==> config.mk <==
export PLATFORM = sky130hd
export DESIGN_NAME = pc_sequencer
export DESIGN_NICKNAME = d
export VERILOG_FILES = /design/src/rtl/pc_pkg.sv /design/src/rtl/ret_addr_stack.sv /design/src/rtl/pc_sequencer.sv
export SDC_FILE = /design/constraint.sdc
export NUM_CORES = 1
export LEC_CHECK = 0
export CAP_MARGIN = 20
export CORE_ASPECT_RATIO = 1.5
export CORE_MARGIN = 3
export CORE_UTILIZATION = 40
export DETAILED_ROUTE_END_ITERATION = 8
export PLACE_DENSITY_LB_ADDON = 0.3
export SYNTH_ARGS = -nofsm -noshare
export SYNTH_HDL_FRONTEND = slang
export SYNTH_HIERARCHICAL = 1
export SYNTH_SLANG_ARGS = --single-unit
==> constraint.sdc <==
create_clock -name clk -period 5.6 [get_ports clk]
set_input_delay 0.56 -clock clk [delete_from_list [all_inputs] [get_ports clk]]
set_output_delay 0.56 -clock clk [all_outputs]
set_load 0.005 [all_outputs]
==> src/rtl/pc_pkg.sv <==
// Shared definitions for the program-counter unit and the hazard logic.
// Lists the next-PC sources and the default address width and reset PC.
package pc_pkg;

    localparam int ADDR_W_DEF   = 16;
    localparam int RESET_PC_DEF = 0;

    typedef enum logic [2:0] {
        SRC_SEQ,
        SRC_BR,
        SRC_JMP,
        SRC_CALL,
        SRC_RET,
        SRC_HOLD
    } pc_src_e;

endpackage

==> src/rtl/ret_addr_stack.sv <==
// Return-address LIFO. It performs one push or one pop per cycle.
// A push when full or a pop when empty is dropped here; the caller raises the flags.
module ret_addr_stack #(
    parameter int RAS_DEPTH = 4,
    parameter int ADDR_W    = 16
) (
    input  logic                           clk,
    input  logic                           rst,
    input  logic                           push_i,
    input  logic                           pop_i,
    input  logic [ADDR_W-1:0]              din_i,
    output logic [ADDR_W-1:0]              dout_o,
    output logic [$clog2(RAS_DEPTH+1)-1:0] cnt_o,
    output logic                           full_o,
    output logic                           empty_o
);
    localparam int CNT_W = $clog2(RAS_DEPTH+1);
    localparam int IDX_W = (RAS_DEPTH > 1) ? $clog2(RAS_DEPTH) : 1;

    logic [ADDR_W-1:0] mem_q [RAS_DEPTH];
    logic [CNT_W-1:0]  cnt_q, cnt_d;
    logic              do_push, do_pop;

    assign full_o  = (cnt_q == CNT_W'(RAS_DEPTH));
    assign empty_o = (cnt_q == '0);
    assign do_push = push_i && !full_o;
    assign do_pop  = pop_i && !empty_o && !push_i;

    // The top entry is read combinationally. Its value is meaningless while the stack is empty.
    assign dout_o = mem_q[IDX_W'(cnt_q - 1'b1)];
    assign cnt_o  = cnt_q;

    always_comb begin
        cnt_d = cnt_q;
        if (do_push)     cnt_d = cnt_q + 1'b1;
        else if (do_pop) cnt_d = cnt_q - 1'b1;
    end

    always_ff @(posedge clk) begin
        if (rst) cnt_q <= '0;
        else     cnt_q <= cnt_d;
    end

    always_ff @(posedge clk) begin
        if (!rst && do_push) mem_q[IDX_W'(cnt_q)] <= din_i;
    end

endmodule

==> src/rtl/pc_sequencer.sv <==
// Program counter with next-PC selection: sequential, branch, jump, call and return.
// It also holds the sticky overflow and underflow flags for the return stack.
module pc_sequencer
    import pc_pkg::*;
#(
    parameter int ADDR_W    = ADDR_W_DEF,
    parameter int STEP      = 1,
    parameter int OFF_W     = 8,
    parameter int RAS_DEPTH = 4,
    parameter int RESET_PC  = RESET_PC_DEF
) (
    input  logic                           clk,
    input  logic                           rst,
    input  logic                           stall_i,
    input  logic                           jump_i,
    input  logic                           call_i,
    input  logic                           ret_i,
    input  logic                           br_taken_i,
    input  logic [OFF_W-1:0]               br_off_i,
    input  logic [ADDR_W-1:0]              tgt_i,
    output logic [ADDR_W-1:0]              pc_o,
    output logic [ADDR_W-1:0]              pc_seq_o,
    output logic                           redirect_o,
    output logic [$clog2(RAS_DEPTH+1)-1:0] ras_cnt_o,
    output logic                           ras_ovf_o,
    output logic                           ras_unf_o
);
    pc_src_e                  src;
    logic [ADDR_W-1:0]        pc_q, pc_d;
    logic                     redir_q, redir_d;
    logic                     ovf_q, ovf_d, unf_q, unf_d;
    logic                     ras_push, ras_pop, ras_full, ras_empty;
    logic [ADDR_W-1:0]        ras_top;
    logic signed [OFF_W-1:0]  off_s;

    assign off_s    = br_off_i;
    assign pc_seq_o = pc_q + ADDR_W'(STEP);

    always_comb begin
        src = SRC_SEQ;
        if (stall_i)         src = SRC_HOLD;
        else if (jump_i)     src = SRC_JMP;
        else if (call_i)     src = SRC_CALL;
        else if (ret_i)      src = SRC_RET;
        else if (br_taken_i) src = SRC_BR;
    end

    assign ras_push = (src == SRC_CALL);
    assign ras_pop  = (src == SRC_RET);

    always_comb begin
        pc_d    = pc_seq_o;
        redir_d = 1'b0;
        ovf_d   = ovf_q;
        unf_d   = unf_q;
        case (src)
            SRC_HOLD: pc_d = pc_q;
            SRC_JMP: begin
                pc_d    = tgt_i;
                redir_d = 1'b1;
            end
            SRC_CALL: begin
                pc_d    = tgt_i;
                redir_d = 1'b1;
                ovf_d   = ovf_q | ras_full;
            end
            // A return on an empty stack falls through to sequential. It still counts as a redirect.
            SRC_RET: begin
                pc_d    = ras_empty ? pc_seq_o : ras_top;
                redir_d = 1'b1;
                unf_d   = unf_q | ras_empty;
            end
            SRC_BR: begin
                pc_d    = pc_q + ADDR_W'(off_s);
                redir_d = 1'b1;
            end
            default: pc_d = pc_seq_o;
        endcase
    end

    always_ff @(posedge clk) begin
        if (rst) begin
            pc_q    <= ADDR_W'(RESET_PC);
            redir_q <= 1'b0;
            ovf_q   <= 1'b0;
            unf_q   <= 1'b0;
        end else begin
            pc_q    <= pc_d;
            redir_q <= redir_d;
            ovf_q   <= ovf_d;
            unf_q   <= unf_d;
        end
    end

    ret_addr_stack #(
        .RAS_DEPTH (RAS_DEPTH),
        .ADDR_W    (ADDR_W)
    ) u_ras (
        .clk     (clk),
        .rst     (rst),
        .push_i  (ras_push),
        .pop_i   (ras_pop),
        .din_i   (pc_seq_o),
        .dout_o  (ras_top),
        .cnt_o   (ras_cnt_o),
        .full_o  (ras_full),
        .empty_o (ras_empty)
    );

    assign pc_o       = pc_q;
    assign redirect_o = redir_q;
    assign ras_ovf_o  = ovf_q;
    assign ras_unf_o  = unf_q;

endmodule

==> results of run 1 <==
==> critical path, delay by kind of cell, from the launching register on <==
family / cells / cell delay, ns
xor gates and xnor gates: 1 / 0.34
buffers and inverters: 1 / 0.58
DFF: 1 / 0.52
and+or+nand+nor: 3 / 1.08
==> path summary, 6_finish.rpt <==
| kind | depth (start not counted) | endpoint | start |
|---|---|---|---|
| setup / recovery | 5 | pc_seq_o[11] | pc_o[2] |
| hold / removal | 2 | ras_unf_o | ras_unf_o |
| setup reg to reg | 9 | pc_o[2] | u_ras/cnt_o[1] |
| hold reg to reg | 2 | ras_unf_o | ras_unf_o |
==> registers in the layout (all words and copies together), names as in the netlist <==
register,count
u_ras/cnt_o,3
ras_unf_o,1
ras_ovf_o,1
u_ras/mem_q,64
pc_o,16
redirect_o,1
==> logic make-up (layout without fill, tap and decap cells) <==
kind of cell	after synthesis	count (layout)	share of synthesized area [%]
muxes	19	19	8.459
AOI/OAI and AO/OA	123	123	17.14
adders and majority gates	22	22	5.673
and+or+nand+nor	120	120	13.73
buffers and inverters	36	104	3.589
DFF	86	86	47.39
xor gates and xnor gates	22	22	4.016
==> cell type report <==
cell class / count / area (um2) / share of cell area (%)
timing repair buffer: 72 / 710.7 / 11.62
inverter: 16 / 60.06 / 0.9818
tap: 153 / 191.4 / 3.129
clock inverter: 7 / 108.9 / 1.779
sequential: 86 / 2362 / 38.62
clock buffer: 9 / 225.2 / 3.682
multi-input combinational: 306 / 2459 / 40.19
==> per-stage QoR <==
step	hold slack, ns	cells	instance area, um2
global placement	0.4589	633	5783
finish	0.4671	649	6117
global route	0.5114	649	6117
CTS	0.4727	649	6117
floorplan	0.4604	428	4985
detailed placement	0.4564	633	5783
==> power groups by stage <==
stage          clock, mW  sequential (mW)  combinational [mW]
3_5_place_dp           0            0.731               0.252
2_1_floorplan          0            0.727               0.148
3_3_place_gp           0            0.731               0.249
6_report           0.660            0.718               0.255
5_1_grt            0.704            0.719               0.278
4_1_cts            0.672            0.717               0.254
==> placed cells by master (no fill, tap or decap), types with 3 or more instances in the layout <==
cell	netlist	layout
inv_1	16	16
nand2_1	26	26
a221o_1	7	7
a211oi_1	6	6
and3b_1	3	3
nor3_1	5	5
dfxtp_1	22	22
a31oi_1	8	8
clkbuf_16	0	9
o21a_1	5	5
xor2_1	4	4
nor2_1	23	23
ha_1	21	21
nand3_1	9	9
buf_4	2	4
a21oi_1	26	26
o211ai_1	3	3
and3_1	8	8
and2_1	7	7
and4_1	4	4
o21ai_1	6	6
mux4_2	8	8
a221oi_1	11	11
inv_6	0	3
o21ai_0	22	22
xnor2_1	17	17
a21o_1	5	5
edfxtp_1	64	64
nand4_1	7	7
clkdlybuf4s50_1	0	68
or2_2	4	4
nand2b_1	3	3
mux4_1	8	8
nor4_1	3	3
==> routing by layer <==
metal / track usage, % / share of wire, % / up-vias
li1: - / - / 1821
met1: 20.95 / 40 / 1882
met2: 34.61 / 53 / 130
met3: 2.981 / 4.0 / 27
met4: 9.024 / 3.5 / 0
met5: 0 / 0 / -
==> impl_metrics.json, run 1 <==
{
  "status": "complete, no violations",
  "grt_max_degree": 28,
  "post_route_cells_drive_above_1_share_pct": 9.476,
  "port_buffers": 68,
  "dp_hpwl_um": 9565,
  "clk_path_buf_depth": 2,
  "ctsRootBufferMaster": "clkbuf_16",
  "die_y_um": 142.7,
  "fin_ws_ns": 2.178,
  "yosysTopAreaCell": "edfxtp_1",
  "power_switching_mw": 0.4116,
  "tightest_slew_ns": 0.9336,
  "place.gp.congestion": 0.8577,
  "power.share.sequential_pct": 44.0,
  "cp_slowest_cell": "clkdlybuf4s50_1",
  "overflow": 0,
  "avgSynthCellArea_um2": 11.65,
  "start_util_pct": 41.27,
  "cts-resized-gates": 0,
  "vdd_drop_max_v": 0.0001428,
  "synth_edf_count": 64,
  "swShare_pct": 25.20,
  "drt_iter0_drc": 195,
  "path_max_fanout": 9,
  "insertion_delay_ns": 0.34,
  "yosysMostFrequentCell": "edfxtp_1",
  "drcViolationCount": 0,
  "cp_cell_sequence": "and4_1 -> and3_1 -> or3b_4 -> xnor2_2 -> clkdlybuf4s50_1",
  "track_usage_pct": 18.73,
  "regToRegSetupSlack_ns": 2.85,
  "synth_top_flop_cell": "edfxtp_1",
  "internal_power_mw": 1.221,
  "post_cts_buffers": 0,
  "yosysTopAreaCellShare_pct": 38.55,
  "skew_ns": 0.006731,
  "antenna_found_initial": 0,
  "rows": 49,
  "clock.fmax_mhz": 292.2,
  "fin_crit_ns": 3.422,
  "fillCellCount": 1055,
  "worstPathRequired_ns": 5.04,
  "relSlewSlack_pct": 37.29,
  "routed_wirelength_um": 13020,
  "drtPass1Iterations": 5,
  "area_growth_pct": 22.72,
  "ys_seq_elements": 86,
  "maxCapViolCount": 0,
  "hold_path_class": "flip-flop to flip-flop",
  "p_leak_nw": 2.144,
  "syn_nets": 481,
  "vias": 3860,
  "syn_area_mm2": 0.004985,
  "ios": 69,
  "cts_sinks": 86,
  "end_kind": "primary output",
  "dieArea_mm2": 0.01387,
  "tns_ns": 0,
  "ys_top_cells_by_area": "edfxtp_1 39%, dfxtp_1 8.8%, ha_1 5.3%, mux4_1 4.2%, mux4_2 3.6%",
  "synthArstFlopShare_pct": 0,
  "total_power_mw": 1.633,
  "synth.distinct_cells": 71,
  "path_class": "flip-flop to primary output",
  "cts_max_level": 3,
  "antenna_cells": 0,
  "viasPerCell": 5.948,
  "final_core_util_pct": 50.65,
  "crit_arrival_ns": 2.86,
  "rsz0062_at_grt": "no",
  "syn_inst": 428,
  "critical-path-max-stage-delay_ns": 0.58,
  "grt_pass1_wl_um": 20100,
  "yosysSeqAreaShare_pct": 47.39,
  "power.density_mw_per_mm2": 266.9,
  "cts_hold_buffers": 0,
  "dieWidth_um": 97.15,
  "period_share_pct": 61.11,
  "wl_per_cell_um": 20.06,
  "antenna_left": 0,
  "finalSetupViolCount": 0,
  "numCtsBuffers": 9,
  "clockPowerShare_pct": 40.4,
  "place_ws_ns": 2.459,
  "tritoncts": "yes",
  "layout.nets": 544,
  "core_area_mm2": 0.01208,
  "report.final.slew_viol_count": 0,
  "grt_pass1_vias": 3895,
  "p_comb_share_pct": 15.6,
  "startpoint_type": "flip-flop",
  "yosysWarnings": 6,
  "final_hold_viol_count": 0,
  "yosys-top-cells-count": "64 x edfxtp_1, 26 x a21oi_1, 26 x nand2_1",
  "clk_pin_slew_ns": 0.06
}
No activity file was read; power rests on OpenSTA's default activity.
==> run 2, diff against run 1 <==
clock period = 3.5 ns   (was 5.6 ns; I/O delays follow)
==> impl_metrics.json, run 2 (synthesized netlist as in run 1, its figures left out) <==
{
  "status": "complete, no violations",
  "path_class": "flip-flop to primary output",
  "crit_arrival_ns": 2.83,
  "dieWidth_um": 97.15,
  "antenna_left": 0,
  "cts_hold_buffers": 0,
  "antenna_found_initial": 0,
  "wl_per_cell_um": 19.95,
  "hold_path_class": "flip-flop to flip-flop",
  "insertion_delay_ns": 0.34,
  "ios": 69,
  "port_buffers": 68,
  "p_leak_nw": 2.173,
  "crit_buf_inv": 1,
  "ctsRootBufferMaster": "clkbuf_16",
  "p_comb_share_pct": 16.6,
  "routed_wirelength_um": 13130,
  "relSlewSlack_pct": 51.78,
  "fillCellCount": 1066,
  "largest_reg_flops": 64,
  "place.gp.congestion": 0.9019,
  "power.density_mw_per_mm2": 405.8,
  "grt_max_degree": 24,
  "cp_cell_sequence": "and4_1 -> and3_1 -> or3b_4 -> xnor2_2 -> clkdlybuf4s50_1",
  "power_switching_mw": 0.6712,
  "clock.fmax_mhz": 314.8,
  "rsz0062_at_grt": "no",
  "largest_register": "u_ras/mem_q",
  "area_growth_pct": 23.19,
  "post_route_cells_drive_above_1_share_pct": 11.09,
  "mostFrequentLayoutCells": "68 x clkdlybuf4s50_1, 64 x edfxtp_1, 26 x nand2_1, 26 x a21oi_1, 23 x nor2_1",
  "drcViolationCount": 0,
  "cts_sinks": 86,
  "tightest_slew_ns": 0.7233,
  "antenna_cells": 0,
  "internal_power_mw": 1.821,
  "track_usage_pct": 18.94,
  "swShare_pct": 26.94,
  "cts-resized-gates": 0,
  "clk_pin_slew_ns": 0.07,
  "vias": 3929,
  "report.final.slew_viol_count": 0,
  "dp_hpwl_um": 9759,
  "cp_slowest_cell": "clkdlybuf4s50_1",
  "drtPass1Iterations": 6,
  "fin_crit_ns": 3.177,
  "core_area_mm2": 0.01208,
  "maxCapViolCount": 0,
  "layout.nets": 553,
  "final_common_cell": "clkdlybuf4s50_1",
  "numCtsBuffers": 9,
  "end_kind": "primary output",
  "tritoncts": "yes",
  "clockPowerShare_pct": 37.5,
  "critical-path-max-stage-delay_ns": 0.58,
  "startpoint_type": "flip-flop",
  "final_hold_viol_count": 0,
  "crit_family": "simple AND/OR/NAND/NOR gates",
  "finalSetupViolCount": 0,
  "post_cts_buffers": 0,
  "power.share.sequential_pct": 46.0,
  "fin_ws_ns": 0.3232,
  "overflow": 0,
  "viasPerCell": 5.971,
  "worstPathRequired_ns": 3.15,
  "tns_ns": 0,
  "die_y_um": 142.7,
  "multi_input_area_mm2": 0.002450,
  "dieArea_mm2": 0.01387,
  "skew_ns": 0.007622,
  "grt_pass1_wl_um": 20730,
  "path_max_fanout": 8,
  "start_util_pct": 41.27,
  "place_ws_ns": 0.5492,
  "regArea_mm2": 0.002362,
  "cts_max_level": 3,
  "vdd_drop_max_v": 0.0002979,
  "clk_path_buf_depth": 2,
  "period_share_pct": 90.77,
  "drt_iter0_drc": 187,
  "rows": 49,
  "grt_pass1_vias": 3857
}
## run 2: metal layers
metal	vias up	track usage [%]	wire, um
li1	1840	-	-
met4	0	6.287	259
met5	-	0	0
met1	1961	22.25	5324
met2	110	34.75	6992
met3	18	3.568	551
## run 2: metrics by stage
stage	cell area (um2)	total power [mW]	hold slack [ns]	cells	utilization, %
2_1_floorplan	4985	1.399	0.4224	428	-
4_1_cts	6141	2.513	0.4800	658	50.84
3_5_place_dp	5842	1.577	0.4611	642	48.37
6_report	6141	2.492	0.4777	658	50.84
5_1_grt	6141	2.592	0.5277	658	50.84
3_3_place_gp	5842	1.573	0.4548	642	48.37
## run 2: worst min-delay path, cell delays in order, from the launching register on
cell and delay [ns]:
dfxtp_1 0.33, a21oi_1 0.04, nor2_1 0.07
## run 2: path summary, 6_finish.rpt
check | start | end | slack (ns) | depth (start not counted)
worst max-delay path | pc_o[3] | pc_seq_o[11] | 0.32 | 5
worst max register to register | u_ras/cnt_o[1] | pc_o[3] | 0.70 | 8
worst min-delay path | ras_unf_o | ras_unf_o | 0.48 | 2
worst min register to register | ras_unf_o | ras_unf_o | 0.48 | 2
## run 2: layout make-up
class | count | share of cell area (%)
Clock buffer | 9 | 3.667
Clock inverter | 7 | 1.202
Inverter | 16 | 0.9780
Multi-Input combinational cell | 306 | 39.89
Sequential cell | 86 | 38.47
Tap cell | 153 | 3.117
Timing Repair Buffer | 81 | 12.67
## run 2: power by group through the flow
stage / registers, mW / clock network [mW] / logic, mW
floorplan: 1.16 / 0 / 0.236
global placement: 1.17 / 0 / 0.406
detailed placement: 1.17 / 0 / 0.409
CTS: 1.15 / 0.956 / 0.412
global route: 1.15 / 0.992 / 0.451
finish: 1.15 / 0.934 / 0.412
==> run 3, diff against run 2 <==
GPL_TIMING_DRIVEN = 0   (was unset)
==> impl_metrics.json, run 3 (synthesized netlist as in run 1, its figures left out) <==
{
  "status": "complete, no violations",
  "final_hold_viol_count": 0,
  "ctsRootBufferMaster": "clkbuf_16",
  "mostFrequentLayoutCells": "67 x clkdlybuf4s50_1, 64 x edfxtp_1, 26 x nand2_1, 26 x a21oi_1, 23 x nor2_1",
  "routed-wl-met3_um": 562,
  "drtPass1Iterations": 5,
  "place.gp.congestion": 0.9289,
  "routed_wirelength_um": 13070,
  "p_leak_nw": 2.164,
  "core_area_mm2": 0.01208,
  "grt_max_degree": 19,
  "place_ws_ns": 0.3211,
  "vias": 3937,
  "largest_register": "u_ras/mem_q",
  "tns_ns": 0,
  "cts_sinks": 86,
  "final_core_util_pct": 50.91,
  "power.density_mw_per_mm2": 405.3,
  "fin_crit_ns": 3.223,
  "maxCapViolCount": 0,
  "drcViolationCount": 0,
  "clock.fmax_mhz": 310.2,
  "dieWidth_um": 97.15,
  "path_max_fanout": 8,
  "die_y_um": 142.7,
  "fillCellCount": 1051,
  "ios": 69,
  "start_util_pct": 41.27,
  "path_class": "flip-flop to primary output",
  "grt_pass1_wl_um": 20900,
  "hold_path_class": "flip-flop to flip-flop",
  "final_common_cell": "clkdlybuf4s50_1",
  "final_cells": 664,
  "placed_area_mm2": 0.005847,
  "insertion_delay_ns": 0.33,
  "port_buffers": 67,
  "tritoncts": "yes",
  "crit_arrival_ns": 2.87,
  "r2r-start": "u_ras/cnt_o[0]",
  "cts_hold_buffers": 0,
  "route.met2.wl_um": 6929,
  "finalSetupViolCount": 0,
  "final_area_mm2": 0.006148,
  "skew_ns": 0.005388,
  "hold_ws_ns": 0.4868,
  "clk_pin_slew_ns": 0.07,
  "place_inst": 648,
  "relSlewSlack_pct": 39.87,
  "drt_iter0_drc": 147,
  "wl_per_cell_um": 19.69,
  "report.final.slew_viol_count": 0,
  "antenna_left": 0,
  "period_share_pct": 92.10,
  "fin_ws_ns": 0.2765,
  "overflow": 0,
  "cts_max_level": 3,
  "dp_hpwl_um": 9903,
  "largest_reg_flops": 64,
  "tightest_slew_ns": 0.9019,
  "total_power_mw": 2.492,
  "track_usage_pct": 19.05,
  "grt_pass1_vias": 4025,
  "end_kind": "primary output",
  "drt-met1-wl_um": 5122,
  "layout.nets": 559,
  "post_cts_buffers": 0,
  "hp-start": "ras_unf_o",
  "crit_start": "pc_o[1]",
  "area_growth_pct": 23.34,
  "rows": 49,
  "startpoint_type": "flip-flop",
  "antenna_cells": 0,
  "post_route_cells_drive_above_1_share_pct": 9.980,
  "dieArea_mm2": 0.01387,
  "numCtsBuffers": 9,
  "antenna_found_initial": 0,
  "rsz0062_at_grt": "no",
  "clk_path_buf_depth": 2,
  "top_layer": "met4",
  "viasPerCell": 5.929,
  "worstPathRequired_ns": 3.15,
  "vdd_drop_max_v": 0.0003004,
  "cts-resized-gates": 0
}
==> run 3: final timing paths <==
kind	slack, ns	endpoint	cells past startpoint
setup / recovery	0.28	pc_seq_o[12]	6
hold reg to reg	0.49	ras_unf_o	2
setup reg to reg	0.39	pc_o[3]	11
hold / removal	0.49	ras_unf_o	2
==> run 3: final cells by class <==
class	instances	area, um2	share of cell area (%)
Sequential cell	86	2362	38.42
Tap cell	153	191.4	3.114
Buffer	20	118.9	1.933
Clock buffer	9	225.2	3.663
Inverter	16	60.06	0.9768
Clock inverter	7	76.32	1.241
Timing Repair Buffer	67	670.6	10.91
Multi-Input combinational cell	306	2444	39.74
==> run 3: layer usage <==
| metal | track usage (%) | up-vias |
|---|---|---|
| li1 | - | 1849 |
| met2 | 34.79 | 128 |
| met3 | 3.128 | 33 |
| met1 | 22.05 | 1927 |
| met4 | 8.136 | 0 |
| met5 | 0 | - |
==> run 3: critical path: stages (launching register included) <==
cell and delay, ns:
dfxtp_1 0.49, ha_1 0.20, clkbuf_1 0.33, inv_1 0.08, nor4_1 0.47, xnor2_1 0.35, clkdlybuf4s50_1 0.62
==> run 3: where the power goes <==
part	switching, mW	internal (mW)
Sequential	0.0293	1.12
Clock	0.430	0.506
Combinational	0.214	0.195
